[config.mk]
export PLATFORM = sky130hd
export DESIGN_NAME = if_id_stage_reg
export DESIGN_NICKNAME = d
export VERILOG_FILES = /design/src/rtl/mips_pkg.sv /design/src/rtl/pipe_sat_counter.sv /design/src/rtl/if_id_stage_reg.sv
export SDC_FILE = /design/constraint.sdc
export NUM_CORES = 1
export LEC_CHECK = 0
export BUFFER_PORTS_ARGS = -buffer_cell sky130_fd_sc_hd__buf_2
export CAP_MARGIN = 20
export CORE_ASPECT_RATIO = 1.5
export CORE_MARGIN = 2
export CORE_UTILIZATION = 31
export DETAILED_ROUTE_END_ITERATION = 10
export GPL_ROUTABILITY_DRIVEN = 0
export GPL_TIMING_DRIVEN = 0
export SYNTH_ARGS = -nofsm -noshare
export SYNTH_HDL_FRONTEND = slang
export SYNTH_SLANG_ARGS = --single-unit
[constraint.sdc]
create_clock -name clk -period 1.4 [get_ports clk]
set_input_delay 0.07 -clock clk [delete_from_list [all_inputs] [get_ports clk]]
set_output_delay 0.07 -clock clk [all_outputs]
set_load 0.02 [all_outputs]
[src/rtl/mips_pkg.sv]
// Shared definitions for the MIPS core pipeline stages.
package mips_pkg;

  localparam int INSTR_W = 32;
  localparam int PC_W    = 32;

  // All-zero word decodes as sll $0,$0,0, so a cleared instruction register is a harmless bubble.
  localparam logic [INSTR_W-1:0] NOP_INSTR = 32'h0000_0000;

  // Occupancy of a two-entry skid buffer: main only, or main plus skid.
  typedef enum logic [1:0] {
    EMPTY = 2'd0,
    ONE   = 2'd1,
    FULL  = 2'd2
  } skid_state_t;

endpackage : mips_pkg

[src/rtl/pipe_sat_counter.sv]
// Saturating event counter shared by the pipeline stages for performance statistics.
module pipe_sat_counter #(
  parameter int W = 16
) (
  input  logic         clk,
  input  logic         rst_n,
  input  logic         inc,
  output logic [W-1:0] cnt
);

  logic [W-1:0] r_cnt;

  // Count one per cycle with inc high, sticking at all-ones instead of wrapping.
  always_ff @(posedge clk or negedge rst_n) begin
    // NOTE: sequential state uses non-blocking assignments so every flop samples pre-edge values.
    if (!rst_n) begin
      r_cnt <= '0;
    end else if (inc && (r_cnt != {W{1'b1}})) begin
      r_cnt <= r_cnt + W'(1);
    end
  end

  assign cnt = r_cnt;

endmodule : pipe_sat_counter

[src/rtl/if_id_stage_reg.sv]
// IF->ID elastic pipeline register: two-entry skid buffer carrying instruction and PC+4,
// with a registered in_ready, flush-to-bubble and a decode back-pressure counter.
module if_id_stage_reg #(
  parameter int INSTR_W = mips_pkg::INSTR_W,
  parameter int PC_W    = mips_pkg::PC_W,
  parameter int CNT_W   = 16
) (
  input  logic               clk,
  input  logic               rst_n,
  input  logic               flush_i,
  input  logic               in_valid,
  output logic               in_ready,
  input  logic [INSTR_W-1:0] in_instr,
  input  logic [PC_W-1:0]    in_pc_plus4,
  output logic               out_valid,
  input  logic               out_ready,
  output logic [INSTR_W-1:0] out_instr,
  output logic [PC_W-1:0]    out_pc_plus4,
  output logic [CNT_W-1:0]   stall_cnt
);

  import mips_pkg::*;

  localparam logic [INSTR_W-1:0] L_NOP = INSTR_W'(NOP_INSTR);

  skid_state_t        r_state;
  skid_state_t        w_state_nxt;
  logic               r_in_ready;
  logic [INSTR_W-1:0] r_main_instr;
  logic [PC_W-1:0]    r_main_pc;
  logic [INSTR_W-1:0] r_skid_instr;
  logic [PC_W-1:0]    r_skid_pc;

  logic w_out_valid;
  logic w_in_fire;
  logic w_out_fire;
  logic w_load_main_in;
  logic w_load_main_skid;
  logic w_load_skid;
  logic w_stall;

  assign w_out_valid = (r_state != EMPTY);
  assign w_in_fire   = in_valid && r_in_ready;
  assign w_out_fire  = w_out_valid && out_ready;
  assign w_stall     = w_out_valid && !out_ready;

  assign in_ready     = r_in_ready;
  assign out_valid    = w_out_valid;
  // A consumed beat may linger in the main register; mask it so decode only ever sees a bubble.
  assign out_instr    = w_out_valid ? r_main_instr : L_NOP;
  assign out_pc_plus4 = w_out_valid ? r_main_pc    : '0;

  // State register; in_ready is precomputed from the next state so it leaves a flop directly.
  always_ff @(posedge clk or negedge rst_n) begin
    if (!rst_n) begin
      r_state    <= EMPTY;
      r_in_ready <= 1'b1;
    end else begin
      r_state    <= w_state_nxt;
      r_in_ready <= (w_state_nxt != FULL);
    end
  end

  // Next-state and data-load decisions; flush wins over every handshake.
  always_comb begin
    // NOTE: every output of this block gets a default first, so no path can infer a latch.
    w_state_nxt      = r_state;
    w_load_main_in   = 1'b0;
    w_load_main_skid = 1'b0;
    w_load_skid      = 1'b0;
    if (flush_i) begin
      w_state_nxt = EMPTY;
    end else begin
      case (r_state)
        EMPTY: begin
          if (w_in_fire) begin
            w_load_main_in = 1'b1;
            w_state_nxt    = ONE;
          end
        end
        ONE: begin
          if (w_in_fire && w_out_fire) begin
            w_load_main_in = 1'b1;
          end else if (w_in_fire) begin
            w_load_skid = 1'b1;
            w_state_nxt = FULL;
          end else if (w_out_fire) begin
            w_state_nxt = EMPTY;
          end
        end
        FULL: begin
          // in_ready is low here, so nothing new arrives; the skid beat moves up in order.
          if (w_out_fire) begin
            w_load_main_skid = 1'b1;
            w_state_nxt      = ONE;
          end
        end
        default: w_state_nxt = EMPTY;
      endcase
    end
  end

  // Beat storage: loads only on accept, so a stalled beat never changes under decode.
  always_ff @(posedge clk or negedge rst_n) begin
    // NOTE: these data registers are reset as well, so no stale beat survives a reset.
    if (!rst_n) begin
      r_main_instr <= L_NOP;
      r_main_pc    <= '0;
      r_skid_instr <= L_NOP;
      r_skid_pc    <= '0;
    end else if (flush_i) begin
      r_main_instr <= L_NOP;
      r_main_pc    <= '0;
      r_skid_instr <= L_NOP;
      r_skid_pc    <= '0;
    end else begin
      if (w_load_main_in) begin
        r_main_instr <= in_instr;
        r_main_pc    <= in_pc_plus4;
      end else if (w_load_main_skid) begin
        r_main_instr <= r_skid_instr;
        r_main_pc    <= r_skid_pc;
      end
      if (w_load_skid) begin
        r_skid_instr <= in_instr;
        r_skid_pc    <= in_pc_plus4;
      end
    end
  end

  // Decode back-pressure statistic; survives flushes, cleared only by reset.
  pipe_sat_counter #(
    .W (CNT_W)
  ) u_stall_cnt (
    .clk   (clk),
    .rst_n (rst_n),
    .inc   (w_stall),
    .cnt   (stall_cnt)
  );

endmodule : if_id_stage_reg

==> results.json, run 1 <==
{
  "status": "complete, but fails checks",
  "violations": "negative setup slack",
  "path_max_fanout": 10,
  "grt_pass1_wl_microns": 39500,
  "cts_max_level": 4,
  "ir_drop_mv": 0.916,
  "synth.avg_cell_area_sq_um": 9.09,
  "final.setup.tns_ps": -70390,
  "grt_max_degree": 76,
  "grt_overflow": 0,
  "clock-sinks": 147,
  "core-area_sq_mm": 0.0230,
  "arrival_ps": 1780,
  "clkLatencyLatePin_ps": 440,
  "max_freq_mhz": 542,
  "antenna_found_initial": 0,
  "die_w_microns": 129,
  "crit-reg2reg-launch": "r_state[0]$_DFF_PN0_",
  "grt_use_total": 0.207,
  "min_path_type": "input port to asynchronous set/reset pin",
  "synth_top_cells_by_count": "201 x nand2_1, 146 x dfrtp_1, 68 x nand3_1",
  "fin_crit_sh": 1.32,
  "fin_ws_ps": -446,
  "drt_iter0_markers": 457,
  "cts.clk_slew.worst_paths_ps": 60,
  "grt_pass1_vias": 7353,
  "placedCellCount": 1229,
  "power_density_mw_per_mm2": 946,
  "rows": 68,
  "slew_violations": 0,
  "worst-setup-path-type": "flop to output pin",
  "synth_cells": 798,
  "hold_viol": 0,
  "synthToLayoutAreaGrowth_pct": 84.4,
  "ios": 151,
  "synth.largest_area_cell": "dfrtp_1",
  "dpl.hpwl_microns": 15400,
  "crit_required_ps": 1330,
  "cts_root_buffer": "clkbuf_16",
  "start_util": 0.316,
  "tightestPinTransition_ps": 887,
  "maxCapViolations": 0,
  "synth.top_cell.area_share": 0.504,
  "finalClockSkew_ps": 11.5,
  "r2r_end": "r_main_instr[24]$_DFFE_PN0P_",
  "portBuffers": 150,
  "postRouteAntennaNets": 0,
  "synth.distinct_cells": 31,
  "synth.area.top_cells": "dfrtp_1 50%, nand2_1 10%, a311oi_2 6.2%, and2_1 5.7%, nand3_1 4.7%",
  "yosysMostFrequentCell": "nand2_1",
  "async_flop_share": 1.00,
  "diodes": 0,
  "postLayoutCoreUtil": 0.582,
  "reg2reg_depth": 9,
  "yosysWarnings": 0,
  "drive_above_1_share": 0.588,
  "r2r_slack_ps": -420,
  "numCtsBuffers": 17,
  "synth_seq_cells": 147,
  "die_area_sq_mm": 0.0247,
  "drcViolationCount": 0,
  "rsz0062_at_grt": "yes",
  "firstDrtPassIters": 5,
  "synthFlopType": "dfrtp_1",
  "critPathCaptureType": "output pin",
  "syn_nets": 868,
  "wl_per_cell_microns": 19.9,
  "syn_area_sq_mm": 0.00725,
  "tritoncts": "done",
  "die_height_microns": 191,
  "stdcell_count": 1403,
  "viasPerCell": 5.22,
  "nets": 1180,
  "seq_area_frac_synth": 0.507,
  "relSlewSlack": 0.409,
  "wirelength_microns": 27900,
  "start_kind": "flop",
  "setup_violations": 211,
  "clockBufferDepth": 2,
  "route.vias.total": 7326,
  "p_leak_nw": 5.53,
  "synth_enable_flop_cells": 0,
  "fin_crit_ps": 1850
}
==> cells by family after synthesis <==
kind of cell,Yosys count,share of synthesized area
AOI/OAI and AO/OA,131,0.150
xor gates and xnor gates,16,0.0193
adders and majority gates,1,0.00172
buffers and inverters,72,0.0480
DFF,147,0.507
muxes,1,0.00155
and+or+nand+nor,430,0.272
==> final cells by class <==
cell class	count	area (sq um)
Tap cell	280	350
Fill cell	1822	9600
Inverter	1	3.75
Buffer	66	822
Clock inverter	12	159
Timing Repair Buffer	298	3020
Sequential cell	147	3700
Multi-Input combinational cell	579	4880
Clock buffer	20	437
==> cells in the final DEF, fill, tap and decap left out, types with 2 or more instances in the layout <==
cell / n
and2_4: 26
nand3_2: 34
nor2_2: 35
a311oi_2: 62
nor3_4: 4
nand4_1: 6
buf_4: 29
clkbuf_1: 24
nor2_4: 17
xnor2_1: 5
dlygate4sd3_1: 66
nand2_1: 132
clkinvlp_4: 5
dfrtp_1: 130
dfrtp_2: 16
nand2b_4: 2
nand2_4: 65
clkinv_4: 2
nand2_2: 4
nand3_4: 5
clkbuf_16: 38
nor2_1: 14
a311oi_1: 2
buf_12: 25
xor2_1: 10
buf_16: 14
buf_8: 16
nor4_4: 4
buf_2: 116
a21oi_2: 64
nor4b_4: 3
and2_1: 40
nor3_2: 2
nand3_1: 29
buf_6: 54
bufinv_16: 3
or2_4: 2
==> how the worst max path moves through the flow <==
stage                                       to                           start  cells after the start  slack, ps
2_1_floorplan   u_stall_cnt.cnt[3]$_DFFE_PN0P_  u_stall_cnt.cnt[9]$_DFFE_PN0P_                      5        -50
3_3_place_gp   u_stall_cnt.cnt[12]$_DFFE_PN0P_                           rst_n                      1      -2350
3_5_place_dp                   out_pc_plus4[1]            r_state[1]$_DFF_PN0_                      5       -630
4_1_cts                       out_pc_plus4[19]            r_state[0]$_DFF_PN0_                      5       -430
5_1_grt                       out_pc_plus4[19]            r_state[0]$_DFF_PN0_                      5       -490
6_report                      out_pc_plus4[19]            r_state[0]$_DFF_PN0_                      5       -450
==> power breakdown <==
part / leakage, nW / total (W) / internal, W / switching (W)
sequential: 1.95 / 0.00478 / 0.00454 / 0.000242
clock: 0.273 / 0.00480 / 0.00281 / 0.00199
combinational: 3.31 / 0.00307 / 0.00150 / 0.00156
total: 5.53 / 0.0126 / 0.00885 / 0.00380
==> critical path, cell delays in order (launching register included) <==
cell       delay (ps)
dfrtp_1           400
or2_4             270
clkbuf_16         180
clkbuf_16         170
and2_1            160
buf_2             160
==> sequential cells by signal, summed over array words and instances, names as in the netlist <==
name / flops
r_main_pc: 32
r_skid_pc: 32
r_state: 2
r_main_instr: 32
u_stall_cnt.cnt: 16
in_ready: 1
r_skid_instr: 32
==> metrics by stage <==
step	setup WS, ps	cell area (sq um)	power (W)	hold slack (ps)
final	-446	13400	0.0126	209
after global routing	-487	13400	0.0131	248
after CTS	-433	11500	0.0121	162
after detailed placement	-633	8630	0.00660	136
after global placement	-2350	8590	0.00657	322
after floorplan	-53.2	7490	0.00588	-226
==> repair_timing <==
item,in CTS,in global routing
hold buffers,66,0
setup buffers,30,18
resized for setup,233,369
pin swaps,33,178
cloned,17,17
endpoints found under the hold margin,201,0
endpoints found under the setup margin,210,212
==> layer usage <==
layer	track usage	vias up	part of all wire
li1	-	3367	-
met1	0.238	3658	0.37
met5	0	-	0
met2	0.376	239	0.55
met4	0.0832	0	0.034
met3	0.0378	62	0.039
Note: power is estimated with default switching activity, not from simulation.
==> run 2, diff against run 1 <==
Settings changed: SKIP_LAST_GASP set to 1, SYNTH_HIERARCHICAL set to 1.
==> results.json, run 2 <==
{
  "seq_area_frac_synth": 0.484,
  "grt_pass1_vias": 8312,
  "synth_cells": 749,
  "power.total_w": 0.0136,
  "power_density_mw_per_mm2": 976,
  "fin_crit_ps": 1810,
  "synth.area.top_cells": "dfrtp_1 48%, and3b_1 7.5%, a22o_1 7.4%, a2111oi_0 6.9%, a211oi_1 6.3%",
  "postLayoutCoreUtil": 0.574,
  "viasPerCell": 5.43,
  "synth_enable_flop_cells": 0,
  "cts_max_level": 4,
  "cts.clk_slew.worst_paths_ps": 70,
  "ir_drop_mv": 0.923,
  "numCtsBuffers": 17,
  "async_flop_share": 1.00,
  "rsz0062_at_grt": "yes",
  "cts_root_buffer": "clkbuf_16",
  "fin_ws_ps": -407,
  "ios": 151,
  "rows": 70,
  "route.vias.total": 7686,
  "synth_seq_cells": 147,
  "yosysMostFrequentCell": "dfrtp_1",
  "drcViolationCount": 0,
  "critPathCaptureType": "output pin",
  "synth.largest_area_cell": "dfrtp_1",
  "firstDrtPassIters": 4,
  "postRouteAntennaNets": 0,
  "tritoncts": "done",
  "clock-sinks": 147,
  "final_common_cell": "buf_2",
  "setup_violations": 211,
  "reg2reg_depth": 9,
  "finalClockSkew_ps": 8.76,
  "slew_violations": 0,
  "hold_depth": 2,
  "violations": "negative setup slack",
  "maxCapViolations": 0,
  "synthToLayoutAreaGrowth_pct": 83.1,
  "synth.distinct_cells": 46,
  "min_path_type": "input port to flop",
  "status": "complete, but fails checks",
  "pre_cts_slack_ps": -649,
  "synth_top_cells_by_count": "146 x dfrtp_1, 72 x nor2_1, 66 x inv_1, 66 x nor3_1, 65 x and3b_1",
  "nets": 1148,
  "dpl.hpwl_microns": 16800,
  "crit_required_ps": 1330,
  "drt_iter0_markers": 398,
  "grt_pass1_wl_microns": 48300,
  "die_area_sq_mm": 0.0258,
  "relSlewSlack": 0.204,
  "wl_per_cell_microns": 21.7,
  "drive_above_1_share": 0.543,
  "die_height_microns": 196,
  "synth.top_cell.area_share": 0.481,
  "grt_use_total": 0.240,
  "die_w_microns": 132,
  "synth.avg_cell_area_sq_um": 10.2,
  "grt_overflow": 0,
  "fin_crit_sh": 1.29,
  "p_leak_nw": 5.95,
  "grt_max_degree": 77,
  "clockBufferDepth": 2,
  "hold_viol": 0,
  "yosysWarnings": 6,
  "tightestPinTransition_ps": 1190,
  "start_util": 0.313,
  "max_freq_mhz": 553,
  "layout_common_cells": "148 x buf_2, 131 x dfrtp_1, 66 x inv_1, 66 x dlygate4sd3_1, 65 x nor2_1",
  "clkLatencyLatePin_ps": 440,
  "antenna_found_initial": 1,
  "core-area_sq_mm": 0.0243,
  "syn_area_sq_mm": 0.00760,
  "worst-setup-path-type": "flop to output pin",
  "synthFlopType": "dfrtp_1",
  "portBuffers": 149,
  "path_max_fanout": 10,
  "wirelength_microns": 30700,
  "arrival_ps": 1740,
  "start_kind": "flop",
  "syn_nets": 819
}
## run 2: changes by cell type after synthesis, moves of 34 or more
cell       previous run  this run
a311oi_1             34         0
and2_1               66         0
nand2_1             201         4
a22o_1                0        64
a211oi_1              0        64
nand3_1              68         5
inv_1                 1        66
a21oi_1              65         4
a2111oi_0             0        60
nor3_1                5        66
and3b_1               1        65
## run 2: repair_timing
item	CTS	global route
gates resized for setup	504	71
hold buffers	65	1
gates cloned	27	0
buffers inserted	52	26
pin swaps	126	83
endpoints found under the hold margin	135	1
endpoints found under the setup margin	210	212
## run 2: final cells by class
type	instances	area [sq um]
inverter	66	248
sequential	147	3700
tap	324	405
clock buffer	17	425
buffer	69	762
timing repair buffer	313	2660
fill	2002	10300
clock inverter	14	189
multi-input combinational	464	5530
antenna	1	2.50
## run 2: stage by stage
step	instances	setup TNS, ps	hold slack, ps	instance area, sq um
finish	1415	-61900	127	13900
global route	1415	-71960	143	13900
CTS	1395	-67840	123	13500
detailed placement	1223	-85770	83.3	8930
global placement	1222	-400620	307	8900
floorplan	749	-13310	-226	7750
## run 2: worst paths after layout
| path | start | end | slack (ps) |
|---|---|---|---|
| min | flush_i | r_main_pc[7]$_DFFE_PN0P_ | 130 |
| max reg2reg | r_state[0]$_DFF_PN0_ | u_stall_cnt/cnt[7]$_DFFE_PN0P_ | -400 |
| max in group asynchronous | rst_n | r_main_instr[26]$_DFFE_PN0P_ | 410 |
| max | r_state[0]$_DFF_PN0_ | out_pc_plus4[21] | -410 |
| min in group asynchronous | rst_n | u_stall_cnt/cnt[14]$_DFFE_PN0P_ | 190 |
| min reg2reg | r_skid_pc[19]$_DFFE_PN0P_ | r_skid_pc[19]$_DFFE_PN0P_ | 500 |
## run 2: logic make-up after synthesis
| logic type | Yosys count | share of synthesized area |
|---|---|---|
| AO/OA/AOI/OAI | 209 | 0.229 |
| XOR/XNOR | 8 | 0.00922 |
| adder cells (fa/ha/maj) | 1 | 0.00165 |
| buffers and inverters | 141 | 0.0778 |
| flip-flops | 147 | 0.484 |
| multiplexers | 3 | 0.00527 |
| AND/OR/NAND/NOR | 240 | 0.193 |
## run 2: worst max-delay path, stage by stage (launching register included)
cell and delay [ps]:
dfrtp_2 440, buf_8 130, nor2_4 150, buf_12 170, buf_6 160, nor2_1 80, buf_2 170
## run 2: per-layer routing
layer,vias to the layer above,share of wire,global-route usage
met5,-,0,0
met4,0,0.032,0.0974
met3,56,0.035,0.0313
met2,222,0.53,0.428
met1,3956,0.40,0.292
li1,3452,-,-
## run 2: power by group
| group | internal [W] | total [W] | switching [W] |
|---|---|---|---|
| Sequential | 0.00456 | 0.00487 | 0.000314 |
| Clock | 0.00296 | 0.00489 | 0.00193 |
| Combinational | 0.00175 | 0.00383 | 0.00207 |
| Total | 0.00927 | 0.0136 | 0.00432 |
==> run 3, diff against run 2 <==
Settings changed: CORE_UTILIZATION 31 to 45, PLACE_DENSITY set to 0.7, SETUP_SLACK_MARGIN set to 0.15.
==> results.json, run 3 (synthesis gave the netlist of run 2 again) <==
{
  "arrival_ps": 2370,
  "tritoncts": "done",
  "fin_ws_ps": -713,
  "final_common_cell": "dfrtp_1",
  "violations": "negative setup slack",
  "die_height_microns": 163,
  "path_max_fanout": 11,
  "fin_crit_sh": 1.51,
  "die_w_microns": 110,
  "layout_common_cells": "130 x dfrtp_1, 128 x buf_2, 87 x buf_6, 66 x inv_1, 65 x dlygate4sd3_1",
  "ios": 151,
  "critPathCaptureType": "flop",
  "core-area_sq_mm": 0.0167,
  "clkLatencyLatePin_ps": 450,
  "cp_num_buf_inv": 4,
  "cts_max_level": 4,
  "timing.hold.ws_ps": 157,
  "p_leak_nw": 5.99,
  "critical-path-top-delay-family": "compound AO/OA/AOI/OAI gates",
  "grt_pass1_vias": 7910,
  "hold_viol": 0,
  "synthToLayoutAreaGrowth_pct": 83.5,
  "dpl.hpwl_microns": 15400,
  "power_density_mw_per_mm2": 998,
  "numCtsBuffers": 17,
  "portBuffers": 149,
  "maxCapViolations": 0,
  "diodes": 0,
  "relSlewSlack": 0.122,
  "drcViolationCount": 0,
  "wirelength_microns": 33200,
  "slew_violations": 0,
  "pre_cts_slack_ps": -571,
  "clockBufferDepth": 2,
  "grt_max_degree": 93,
  "grt_overflow": 0,
  "critPathMaxStageDelay_ps": 650,
  "drive_above_1_share": 0.566,
  "worst-setup-path-type": "flop to flop",
  "status": "complete, but fails checks",
  "grt_use_total": 0.303,
  "crit_top_cell": "buf_4",
  "cts_root_buffer": "clkbuf_16",
  "postRouteAntennaNets": 0,
  "cts.clk_slew.worst_paths_ps": 60,
  "die_area_sq_mm": 0.0180,
  "grt_pass1_wl_microns": 41700,
  "wl_per_cell_microns": 25.7,
  "drt_iter0_markers": 657,
  "tightestPinTransition_ps": 1320,
  "rows": 58,
  "max_freq_mhz": 473,
  "min_path_type": "input port to asynchronous set/reset pin",
  "antenna_found_initial": 1,
  "fin_crit_ps": 2110,
  "route.vias.total": 8334,
  "firstDrtPassIters": 7,
  "finalClockSkew_ps": 12.2,
  "worstPathCellList": "buf_4 -> buf_4 -> buf_12 -> buf_4 -> and3b_1 -> a211oi_1 -> a2111oi_0",
  "rsz0062_at_grt": "yes",
  "clock-sinks": 147,
  "nets": 1139,
  "start_kind": "flop",
  "postLayoutCoreUtil": 0.836,
  "crit_required_ps": 1660,
  "start_util": 0.456,
  "ir_drop_mv": 1.03,
  "setup_violations": 210,
  "viasPerCell": 6.46,
  "cpMaxStageDelayCell": "a2111oi_0"
}
-- run 3: changes by cell type in the layout (fill, tap and decap cells not counted), sizes merged --
cell | previous run | this run
clkinvlp | 6 | 2
a31oi | 5 | 4
clkbuf | 37 | 40
diode | 1 | 0
bufinv | 4 | 3
clkinv | 4 | 3
dlygate4sd3 | 66 | 65
buf | 296 | 292
-- run 3: worst register-to-register path, delay by kind of cell (launching register included) --
family,cells,cell delay (ps)
flops,1,440
compound gates,2,700
simple gates,1,210
buf+inv,4,570
-- run 3: path summary, 6_finish.rpt --
path,end,start,slack [ps],depth (start not counted)
max in group asynchronous,u_stall_cnt/cnt[0]$_DFFE_PN0P_,rst_n,320,3
max reg2reg,r_main_instr[18]$_DFFE_PN0P_,r_state[0]$_DFF_PN0_,-710,7
max,r_main_instr[18]$_DFFE_PN0P_,r_state[0]$_DFF_PN0_,-710,7
min in group clk,r_state[0]$_DFF_PN0_,in_valid,170,4
min reg2reg,r_skid_pc[23]$_DFFE_PN0P_,r_skid_pc[23]$_DFFE_PN0P_,510,1
min,r_main_instr[11]$_DFFE_PN0P_,rst_n,160,2
-- run 3: report_power, final --
group / internal (W) / switching, W / leakage, nW / total (W)
Combinational: 0.00184 / 0.00219 / 3.74 / 0.00403
Sequential: 0.00456 / 0.000344 / 1.95 / 0.00490
Clock: 0.00303 / 0.00196 / 0.301 / 0.00499
-- run 3: cell type report --
cell class              instances  area, sq um
multi-input cells             463         5540
flip-flops and latches        147         3700
fillers                       776         2740
repair buffers                299         2710
plain buffers                  75          875
clock buffers                  23          498
well taps                     210          263
inverters                      66          248
clock inverters                 8          124
-- run 3: metrics by stage --
step / std cells / setup TNS (ps) / instance area, sq um / total power [W]
after floorplan: 749 / -13270 / 7870 / 0.00605
after global placement: 1108 / -362490 / 8880 / 0.00681
after detailed placement: 1109 / -64550 / 8910 / 0.00685
after CTS: 1268 / -53190 / 11900 / 0.0126
after global routing: 1291 / -73260 / 14000 / 0.0143
final: 1291 / -66400 / 14000 / 0.0139
-- run 3: timing repair --
action,CTS,global route
hold buffers,65,0
pin swaps,92,92
endpoints found under the setup margin,212,213
gates resized for setup,277,356
buffers inserted,46,18
hold endpoints to repair,119,0
cloned,17,6
-- run 3: metal layers --
layer,vias up,share of wire,global-route usage
met1,4257,0.36,0.365
li1,3459,-,-
met4,2,0.051,0.122
met5,-,0.00039,0
met2,482,0.53,0.520
met3,134,0.056,0.0642
